===== src/rtl/bmp_stream_out.sv =====
// rtl/bmp_stream_out.sv - streams the image RAM out as a 24-bit BMP file over a valid/ready byte stream
// A 54-byte header is generated from the parameters, then the pixels are sent in address order, MSB first.
module bmp_stream_out #(
    parameter int IMG_W  = 256,
    parameter int IMG_H  = 256,
    parameter int ADDR_W = 16
) (
    input  logic              clk,
    input  logic              rst,
    input  logic              start,
    output logic [ADDR_W-1:0] RAM_A,
    output logic              RAM_OE,
    input  logic [23:0]       RAM_Q,
    output logic [7:0]        tx_data,
    output logic              tx_valid,
    input  logic              tx_ready,
    output logic              tx_last,
    output logic              busy,
    output logic              finish
);
    localparam int NBYTES = 54 + 3 * IMG_W * IMG_H;
    localparam int CW     = ($clog2(NBYTES + 1) > 18) ? $clog2(NBYTES + 1) : 18;
    localparam logic [CW-1:0]   LAST_BYTE = CW'(NBYTES - 1);
    localparam logic [CW-1:0]   HDR_LAST  = CW'(53);
    localparam logic [ADDR_W:0] NPIX      = (ADDR_W + 1)'(IMG_W * IMG_H);
    localparam logic [31:0]     FILE_SIZE = 32'(NBYTES);
    localparam logic [31:0]     IMG_SIZE  = 32'(3 * IMG_W * IMG_H);

    typedef enum logic [1:0] {IDLE, HDR, PIX, DONE} state_t;

    state_t          state;
    logic [CW-1:0]   byte_cnt;
    logic [ADDR_W:0] issue_cnt;
    logic            in_flight;
    logic [23:0]     nxt_pix;
    logic            nxt_vld;
    logic [23:0]     pix;
    logic [1:0]      idx;
    logic            accept;
    logic            issue;

    // Each multi-byte field is selected by its first offset, then shifted down to the wanted byte.
    function automatic logic [7:0] hdr_byte(input logic [5:0] i);
        logic [31:0] field;
        logic [5:0]  base;
        logic [5:0]  off;
        field = '0;
        base  = '0;
        if (i <= 6'd1) begin
            field = 32'h0000_4D42;
        end else if (i >= 6'd2 && i <= 6'd5) begin
            field = FILE_SIZE; base = 6'd2;
        end else if (i >= 6'd10 && i <= 6'd13) begin
            field = 32'd54;    base = 6'd10;
        end else if (i >= 6'd14 && i <= 6'd17) begin
            field = 32'd40;    base = 6'd14;
        end else if (i >= 6'd18 && i <= 6'd21) begin
            field = 32'(IMG_W); base = 6'd18;
        end else if (i >= 6'd22 && i <= 6'd25) begin
            field = 32'(IMG_H); base = 6'd22;
        end else if (i >= 6'd26 && i <= 6'd27) begin
            field = 32'd1;     base = 6'd26;
        end else if (i >= 6'd28 && i <= 6'd29) begin
            field = 32'd24;    base = 6'd28;
        end else if (i >= 6'd34 && i <= 6'd37) begin
            field = IMG_SIZE;  base = 6'd34;
        end
        off   = i - base;
        field = field >> {off, 3'b000};
        return field[7:0];
    endfunction

    assign accept = tx_valid & tx_ready;
    assign issue  = (state == HDR || state == PIX) && !nxt_vld && !in_flight && (issue_cnt < NPIX);

    always_comb begin
        tx_data = '0;
        if (tx_valid && state == HDR) begin
            tx_data = hdr_byte(byte_cnt[5:0]);
        end else if (tx_valid && state == PIX) begin
            case (idx)
                2'd0:    tx_data = pix[23:16];
                2'd1:    tx_data = pix[15:8];
                default: tx_data = pix[7:0];
            endcase
        end
    end

    assign tx_last = tx_valid && (state == PIX) && (byte_cnt == LAST_BYTE);

    always_ff @(posedge clk or negedge rst) begin
        if (!rst) begin
            state     <= IDLE;
            busy      <= 1'b0;
            finish    <= 1'b0;
            tx_valid  <= 1'b0;
            RAM_A     <= '0;
            RAM_OE    <= 1'b0;
            byte_cnt  <= '0;
            issue_cnt <= '0;
            in_flight <= 1'b0;
            nxt_pix   <= '0;
            nxt_vld   <= 1'b0;
            pix       <= '0;
            idx       <= '0;
        end else begin
            finish <= 1'b0;
            // Prefetch: one read at a time, captured the cycle after the address is presented.
            if (in_flight) begin
                nxt_pix   <= RAM_Q;
                nxt_vld   <= 1'b1;
                in_flight <= 1'b0;
                if (issue_cnt == NPIX) RAM_OE <= 1'b0;
            end else if (issue) begin
                RAM_A     <= issue_cnt[ADDR_W-1:0];
                RAM_OE    <= 1'b1;
                in_flight <= 1'b1;
                issue_cnt <= issue_cnt + 1'b1;
            end
            if (accept) byte_cnt <= byte_cnt + 1'b1;

            case (state)
                IDLE: if (start) begin
                    state     <= HDR;
                    busy      <= 1'b1;
                    tx_valid  <= 1'b1;
                    byte_cnt  <= '0;
                    idx       <= '0;
                    nxt_vld   <= 1'b0;
                    RAM_A     <= '0;
                    RAM_OE    <= 1'b1;
                    in_flight <= 1'b1;
                    issue_cnt <= (ADDR_W + 1)'(1);
                end
                HDR: if (accept && byte_cnt == HDR_LAST) begin
                    state <= PIX;
                    idx   <= '0;
                    if (nxt_vld) begin
                        pix     <= nxt_pix;
                        nxt_vld <= 1'b0;
                    end else begin
                        tx_valid <= 1'b0;
                    end
                end
                PIX: if (accept && idx == 2'd2) begin
                    idx <= '0;
                    if (byte_cnt == LAST_BYTE) begin
                        state    <= DONE;
                        tx_valid <= 1'b0;
                        finish   <= 1'b1;
                    end else if (nxt_vld) begin
                        pix     <= nxt_pix;
                        nxt_vld <= 1'b0;
                    end else begin
                        tx_valid <= 1'b0;
                    end
                end else if (accept) begin
                    idx <= idx + 2'd1;
                end else if (!tx_valid && nxt_vld) begin
                    pix      <= nxt_pix;
                    nxt_vld  <= 1'b0;
                    tx_valid <= 1'b1;
                end
                DONE: begin
                    state <= IDLE;
                    busy  <= 1'b0;
                end
                default: state <= IDLE;
            endcase
        end
    end
endmodule


===== config.mk =====
export PLATFORM = sky130hd
export DESIGN_NAME = bmp_stream_out
export DESIGN_NICKNAME = d
export VERILOG_FILES = /design/src/rtl/bmp_stream_out.sv
export SDC_FILE = /design/constraint.sdc
export NUM_CORES = 1
export LEC_CHECK = 0
export BUFFER_PORTS_ARGS = -buffer_cell sky130_fd_sc_hd__buf_4
export CAP_MARGIN = 10
export CORE_UTILIZATION = 63
export CTS_CLUSTER_DIAMETER = 80
export DETAILED_ROUTE_END_ITERATION = 16
export GPL_TIMING_DRIVEN = 0
export PLACE_DENSITY_LB_ADDON = 0.3
export SYNTH_ARGS = -nofsm -noshare
export SYNTH_HDL_FRONTEND = slang
export SYNTH_SLANG_ARGS = --single-unit

===== constraint.sdc =====
create_clock -name clk -period 5.7 [get_ports clk]
set_clock_uncertainty 0.05 [all_clocks]
set_input_delay 0.285 -clock clk [delete_from_list [all_inputs] [get_ports clk]]
set_output_delay 0.285 -clock clk [all_outputs]
set_load 0.005 [all_outputs]

# --- Word level (Yosys, flattened, before mapping) ---
# Index checks and enable logic that the tools add are counted.
word_totals:
  out_inout_bits: 29
  register_bits: 109
  wordCells: 165
classes:
  order_cmp: 18
  n_reduce_logical: 31
  n_eq_ne: 16
  bitwise: 1
  add_sub_neg: 4
  n_shift: 1
  mux: 81
ops:
  columns: ["op", "count"]
  rows:
  - ["$mux 18", 12]
  - ["$mux 24", 6]
  - ["$mux 17", 4]
  - ["$mux 16", 4]
  - ["$mux 6", 10]
  - ["$pmux 24 s2", 1]
  - ["$mux 32", 1]
  - ["$shr 32x9->8", 1]
  - ["$le 6x5->1 const B", 5]
  - ["$mux 1", 27]
  - ["$ge 6x5->1 const B", 4]
  - ["$add 18x1->18 const B", 1]
  - ["$eq 18x18->1 const B", 1]
  - ["$eq 18x6->1 const B", 1]
  - ["$add 17x1->17 const B", 1]
  - ["$eq 17x17->1 const B", 1]
  - ["$logic_and 1x1->1", 17]
  - ["$lt 17x17->1 const B", 1]
  - ["$mux 2", 8]
  - ["$mux 8", 2]
  - ["$pmux 8 s2", 1]
  - ["$ge 6x4->1 const B", 2]
  - ["$reduce_and 5->1", 2]
  - ["$pmux 2 s4", 1]
  - ["other kinds (26)", 38]

# --- Logic depth before layout (Yosys ltp) ---
# Gate-level depths: netlist (run 1).
depth:
  word_depth: 15
  ltp_mapped: 15
  mapped_depth_nobuf: 14

# --- Least setup slack after synthesis (run 1) ---
# OpenSTA, ideal clock, no wires.
synth_path:
  path_type: "flip-flop to output port"
  from: "register byte_cnt[1]"
  to: "output tx_data[5]"
  path_buffers: 1
  arrival_time_ns: 3.393
  setup_slack_ns: 1.972
  path_stages_with_launch: 16
  required_time_ns: 5.365
  path_cell_list: "dfrtp_1 clkbuf_1 inv_1 ha_1 nor3b_1 a2111oi_0 nor2_1 o31ai_1 o21a_1 ha_1 fa_1 nand3_1 nor2_1 and2_1 nand4_1 o32ai_1"
synth_between:
  elab_chain_len: 15
  word_cells_on_any_way: 47
  cone_classes: "add/sub: 1; order compare: 17; shift: 1; mux: 20; reduce/logical: 8"
synth_lines:
  columns: ["element", "line_no", "rtl"]
  rows:
  - ["start: declaration", "32", "logic [CW-1:0] byte_cnt;"]
  - ["start signal: assignment", "120", "if (accept) byte_cnt <= byte_cnt + 1'b1;"]
  - ["$ge 6x6->1 or $le 6x6->1 (tied branches)", "65", "end else if (i >= 6'd34 && i <= 6'd37) begin"]
  - ["$logic_and 1x1->1", "65", null]
  - ["$mux 6", "65", null]
  - ["$mux 6", "63", "end else if (i >= 6'd28 && i <= 6'd29) begin"]
  - ["$mux 6", "61", "end else if (i >= 6'd26 && i <= 6'd27) begin"]
  - ["$mux 6", "59", "end else if (i >= 6'd22 && i <= 6'd25) begin"]
  - ["$mux 6", "57", "end else if (i >= 6'd18 && i <= 6'd21) begin"]
  - ["$mux 6", "55", "end else if (i >= 6'd14 && i <= 6'd17) begin"]
  - ["$mux 6", "53", "end else if (i >= 6'd10 && i <= 6'd13) begin"]
  - ["$mux 6", "51", "end else if (i >= 6'd2 && i <= 6'd5) begin"]
  - ["$mux 6", "49", "if (i <= 6'd1) begin"]
  - ["$mux 6", "78", "if (tx_valid && state == HDR) begin"]
  - ["$sub 6x6->6", "68", "off = i - base;"]
  - ["$shr 32x9->8 *", "69", "field = field >> {off, 3'b000};"]
  - ["$mux 8 *", "78", null]
  - ["end: declaration", "14", "output logic [7:0] tx_data,"]
# Mark *: on every way between the ends. The rest lies on a longest branch, timed or not. The select of a mux whose other input is x is not followed.

# --- Worst setup path after layout (run 1) ---
# Ends and elaborated chain as after synthesis.

==> results of run 1 <==
==> per-stage QoR <==
| step | hold WS (ps) | area [µm²] | instances |
|---|---|---|---|
| after floorplan | -60.6 | 5740 | 563 |
| after global placement | 438 | 6290 | 727 |
| after detailed placement | 247 | 6330 | 728 |
| after CTS | 52.3 | 6560 | 745 |
| after global routing | 47.9 | 6560 | 746 |
| final | 58.0 | 6560 | 746 |
==> sequential cells by signal, indices dropped and copies added, names as in the netlist <==
name and flops:
RAM_A 16, RAM_OE 1, busy 1, byte_cnt 18, finish 1, idx 2, in_flight 1, issue_cnt 17
nxt_pix 24, nxt_vld 1, pix 24, state 2, tx_valid 1
==> where the power goes <==
part	switching (W)	internal, W
clock network	0.000325	0.000186
logic	0.000790	0.000722
registers	0.000181	0.00101
total	0.00130	0.00192
==> cells in the mapped netlist (3+ instances only) <==
cell type and number:
dfrtp_1 109, nand2_1 66, nor2_1 52, a21oi_1 38
mux2_2 29, clkbuf_1 23, mux2_4 20, xor2_1 18
inv_1 17, nand3_1 17, o21ai_0 15, ha_1 14
xnor2_1 12, nand4_1 11, nor3_1 11, mux2i_1 9
and3_1 7, o22ai_1 7, or3_1 7, a31oi_1 5
and2_1 5, nor4_1 5, and4_1 4, buf_1 4
nand2b_1 4, or4_1 4, a21boi_0 3, a21o_1 3
nor3b_1 3, o32ai_1 3
==> worst max-delay path by stage <==
stage                start    endpoint  slack, ps  cells after the start
2_1_floorplan  byte_cnt[1]  tx_data[5]       1970                     15
3_3_place_gp   byte_cnt[1]  tx_data[5]       1050                     16
3_5_place_dp   byte_cnt[1]  tx_data[5]       1050                     16
4_1_cts        byte_cnt[1]  tx_data[5]        620                     16
5_1_grt        byte_cnt[1]  tx_data[5]        530                     16
6_report       byte_cnt[1]  tx_data[5]        780                     16
==> worst max-delay path: stages, from the launching register on <==
cell	delay, ps
dfrtp_1	420
clkbuf_1	380
inv_1	200
ha_1	320
nor3b_1	340
a2111oi_0	200
nor2_1	240
o31ai_1	110
o21a_1	190
ha_1	200
fa_1	490
nand3_1	80
nor2_1	140
and2_1	140
nand4_1	210
o32ai_1	360
buf_4	160
==> cell usage in the layout (no fill, tap or decap), types with 5 or more instances in the layout <==
cell        n
dfrtp_1   109
nand2_1    66
buf_4      56
nor2_1     52
a21oi_1    38
mux2_2     29
clkbuf_1   24
mux2_4     20
xor2_1     18
inv_1      17
nand3_1    17
o21ai_0    15
ha_1       14
xnor2_1    12
nor3_1     11
nand4_1    11
clkbuf_8   10
mux2i_1     9
or3_1       7
o22ai_1     7
and3_1      7
a31oi_1     5
and2_1      5
nor4_1      5
==> kinds of logic after synthesis <==
group,share of synthesized area
compound gates,0.0999
xor+xnor,0.0458
fa+ha+maj,0.0340
buf+inv,0.0351
flops,0.475
mux,0.125
simple gates,0.185
==> routing by layer <==
layer,share of wire,routed length [µm],GRT usage
met5,0,0,0
met4,0.021,275,0.0995
met3,0.037,492,0.0489
met2,0.50,6660,0.500
met1,0.44,5770,0.363
==> final cells by class <==
class	instances	area, µm²
multi-input combinational	407	2810
tap	108	135
clock inverter	7	96.3
fill	602	2200
inverter	17	63.8
timing repair buffer	59	462
clock buffer	9	124
buffer	30	138
sequential	109	2730
==> results.yml, run 1 <==
status:
  outcome: "completed"
clock_network:
  post_cts_buffers: 0
  clk_path_buf_depth: 2
  clk-insertion-delay-late_ps: 390
  cts_hold_buffers: 1
  path_clk_slew_ps: 130
  cts.sinks: 109
  h-tree-depth: 3
  cts_tree: "done"
  numCtsBuffers: 9
  root_buffer: "clkbuf_8"
  ctsResizeCount: 0
global_routing:
  grt-ovfl-total: 0
  antenna_found_initial: 0
  grt_pass1_wl_mm: 21.6
  grt_max_degree: 72
  grt_pass1_vias: 4447
  track_usage: 0.288
detailed_routing:
  dr_total_vias: 4469
  viasPerCell: 5.99
  ant_nets: 0
  first_pass_iters: 5
  first_iter_violations: 334
  drt_wl_total_mm: 13.2
  routedWlPerCell_um: 17.7
  drc: 0
logic_synthesis:
  synth_cells: 563
  synth-seq-area-share: 0.475
  avgSynthCellArea_um2: 10.2
  synth_top_area_frac: 0.475
  synth.distinct_cells: 60
  synth_edf_count: 0
  synth_area_leaders: "dfrtp_1, mux2_2, mux2_4"
  syn-num-nets: 606
  ys.warnings.count: 0
  yosys_register_bits: 109
  synth_flop_cell: "dfrtp_1"
  async_reset_ff_frac: 1.00
  synth_top_area_cell: "dfrtp_1"
  synth_area_um2: 5740
cells_and_area:
  drive_above_1_share: 0.215
  finalNetCount: 676
  diodes: 0
  syn_to_final_growth_pct: 14.4
  utilization: 0.749
worst_setup_path:
  crit_required_ps: 5370
  end_kind: "output pin"
  reg2reg_slack_ps: 1910
  r2r-end: "pix[5]"
  critical_path_class: "reg2out"
  reg2regPathDepth: 9
  worstReg2RegStart: "byte_cnt[1]"
  cp.arrival_ps: 4580
  cp_max_fo: 10
  start_kind: "register"
floorplanning:
  die_w_um: 97.4
  start_util: 0.655
  pin_count: 57
  die_area_um2: 9490
  fp.dieH_um: 97.4
  rows: 34
  core_um2: 8760
hold_path:
  hp-start: "RAM_Q[10]"
  hold_end: "nxt_pix[10]"
  hp-class: "in2reg"
  hold_path_depth: 2
placement:
  io_buffers: 56
  gp_congestion: 0.880
  hpwlAfterDp_mm: 9.41
  place_ws_ps: 1050
timing:
  layout_min_cycle_time_ps: 4920
  tns_ps: 0
  finalHoldViolations: 0
  timing.final.crit_share: 0.862
  max_freq_ghz: 0.203
  slew_viol_final: 0
  slew_headroom: 0.333
  setup_viol: 0
  worst_slew_pin_slew_ps: 975
  layout_setup_ws_ps: 784
  rsz0062_at_grt: "false"
power_and_ir_drop:
  ir_worst_vdd_v: 0.000283
  leakagePower_nw: 2.90
  power_per_cell_area_nw_per_um2: 490
  totalPowerFinal_w: 0.00322
job:
  drv_cap: 0
(Power assumes the default switching activity.)
==> run 2: changes to the inputs <==
--- a/config.mk
+++ b/config.mk
@@ -5,6 +5,7 @@
 export SDC_FILE = /design/constraint.sdc
 export NUM_CORES = 1
 export LEC_CHECK = 0
+export ABC_AREA = 1
 export BUFFER_PORTS_ARGS = -buffer_cell sky130_fd_sc_hd__buf_4
 export CAP_MARGIN = 10
 export CORE_UTILIZATION = 63
==> run 2 against run 1 <==
Core utilization decreased by 2.4 points; total power grew 18%; routed wire length rose by 27%; non-clock buffer count is 6 higher; critical endpoint is now tx_data[0]; largest cell class unchanged.
==> results.yml, run 2 <==
status:
  outcome: "completed"
worst_setup_path:
  end_kind: "output pin"
  path_common_cell: "nand2_1"
  start_kind: "register"
  reg2regPathDepth: 10
  worstReg2RegStart: "byte_cnt[1]"
  critPathSlowestCell: "dfrtp_1"
  cp_max_fo: 7
  crit_required_ps: 5370
  crit_chain: "inv_1, ha_1, nor2_1, nand2_1, nand4_1, nand2_1, nor2_1, a41oi_1, ha_1, fa_1, o31ai_1, xnor2_1, nand2_1, o21ai_0, nand2_1, nand2_1, buf_4"
  crit_path_start: "byte_cnt[1]"
  cp.arrival_ps: 4050
  slowest_delay_ps: 460
  critical_path_class: "reg2out"
floorplanning:
  start_util: 0.647
  die_area_um2: 10900
  rows: 37
  fp.dieH_um: 104
  pin_count: 57
  core_um2: 10200
  die_w_um: 104
timing:
  finalHoldViolations: 0
  slew_viol_final: 0
  setup_viol: 0
  timing.final.crit_share: 0.769
  rsz0062_at_grt: "false"
  timing.hold.ws_ps: 44.1
  worst_slew_pin_slew_ps: 775
  slew_headroom: 0.480
  layout_min_cycle_time_ps: 4390
  tns_ps: 0
  max_freq_ghz: 0.228
placement:
  gp_congestion: 0.916
  hpwlAfterDp_mm: 12.4
  io_buffers: 56
  place_inst: 1152
clock_network:
  cts_tree: "done"
  root_buffer: "clkbuf_8"
  cts.sinks: 109
  numCtsBuffers: 9
  cts_hold_buffers: 1
  post_cts_buffers: 0
  clk-insertion-delay-late_ps: 390
  path_clk_slew_ps: 100
  clk_path_buf_depth: 2
  h-tree-depth: 3
  ctsResizeCount: 0
detailed_routing:
  ant_nets: 0
  dr_total_vias: 6499
  first_pass_iters: 5
  routedWlPerCell_um: 14.4
  first_iter_violations: 524
  viasPerCell: 5.56
  drc: 0
  drt_wl_total_mm: 16.8
logic_synthesis:
  avgSynthCellArea_um2: 6.90
  synth.most_common_cell: "nand2_1"
  synth_top_area_frac: 0.412
  synth_edf_count: 0
  synth.distinct_cells: 40
  synth_top_area_cell: "dfrtp_1"
  ys.warnings.count: 0
  yosys_register_bits: 109
  synth_cells: 959
  async_reset_ff_frac: 1.00
  synth_flop_cell: "dfrtp_1"
  synth_commonest_cells: "nand2_1, o21ai_0, dfrtp_1, inv_1, nor2_1"
  synth-seq-area-share: 0.412
  synth_area_leaders: "dfrtp_1, nand2_1, o21ai_0"
  syn-num-nets: 1002
  synth_area_um2: 6620
cells_and_area:
  fin_cells: 1168
  nFillCells: 882
  final_cell_mix: "nand2_1, o21ai_0, dfrtp_1"
  mostFrequentLayoutCell: "nand2_1"
  reg_top3: "nxt_pix: 24 flops, pix: 24 flops, byte_cnt: 18 flops"
  finalNetCount: 1071
  diodes: 0
  drive_above_1_share: 0.0891
  syn_to_final_growth_pct: 12.0
power_and_ir_drop:
  p_clk_frac: 0.113
  leakagePower_nw: 3.73
  power_per_cell_area_nw_per_um2: 513
  sequentialPowerShare: 0.321
  ir_worst_vdd_v: 0.000279
  combPwrFrac: 0.566
  switching_share: 0.489
  p_int_w: 0.00194
  p_switching_w: 0.00186
global_routing:
  grt-ovfl-total: 0
  grt_max_degree: 57
  antenna_found_initial: 0
  grt_pass1_vias: 6070
  track_usage: 0.331
  grt_pass1_wl_mm: 28.7
hold_path:
  hp-class: "in2reg"
  hp-start: "RAM_Q[4]"
  hold_path_depth: 3
job:
  drv_cap: 0
run 2: cell count changes in the layout (fill, tap and decap cells not counted), moves of 23 or more:
cell,delta
inv_1,+87
nor2_1,+23
nand3_1,+34
o21ai_0,+96
nand2_1,+264
mux2_2,-29
run 2: layer usage:
metal	track usage	vias up	wire, µm
li1	-	3209	-
met1	0.455	2986	7390
met2	0.537	278	7820
met3	0.0614	26	1360
met4	0.0908	0	233
met5	0	-	0
run 2: logic make-up after synthesis:
group / Yosys count / synth area share
and+or+nand+nor: 500 / 0.311
AOI/OAI and AO/OA: 177 / 0.144
buffers and inverters: 146 / 0.0875
DFF: 109 / 0.412
adders and majority gates: 15 / 0.0295
xor gates and xnor gates: 12 / 0.0159
run 2: power groups by stage:
stage,Sequential (W),Clock (W),Combinational (W)
floorplan,0.00119,0,0.00152
global placement,0.00122,0,0.00206
detailed placement,0.00123,0,0.00211
CTS,0.00121,0.000436,0.00213
global route,0.00125,0.000466,0.00244
finish,0.00122,0.000430,0.00215
run 2: worst max-delay path: cells and delay by family (launching register included):
| kind | cells | cell delay (ps) |
|---|---|---|
| AND/OR/NAND/NOR | 8 | 1160 |
| XOR/XNOR | 1 | 150 |
| flip-flops | 1 | 460 |
| AO/OA/AOI/OAI | 3 | 680 |
| adder cells (fa/ha/maj) | 3 | 930 |
| buffers and inverters | 2 | 290 |
run 2: worst paths after layout:
check / endpoint / slack, ps
max reg2reg: pix[11] / 3230
min reg2reg: pix[2] / 430
max in group asynchronous: issue_cnt[1] / 4460
min in group asynchronous: nxt_pix[8] / 440
min: nxt_pix[4] / 40
max: tx_data[0] / 1310
run 2: cell type report:
| cell class | count | area [µm²] | share of cell area |
|---|---|---|---|
| buffer | 37 | 170 | 0.0230 |
| clock buffer | 11 | 131 | 0.0177 |
| clock inverter | 4 | 33.8 | 0.00456 |
| inverter | 109 | 409 | 0.0552 |
| multi-input combinational | 704 | 3310 | 0.447 |
| sequential | 109 | 2730 | 0.368 |
| tap | 136 | 170 | 0.0230 |
| timing repair buffer | 58 | 458 | 0.0618 |
run 2: per-stage QoR:
step,worst slack [ps],power (W),instance area [µm²],util
global route,943,0.00416,7410,0.724
finish,1310,0.00380,7410,0.724
CTS,1350,0.00377,7410,0.724
floorplan,2400,0.00271,6620,-
detailed placement,1810,0.00334,7240,0.707
global placement,1780,0.00328,7210,0.705
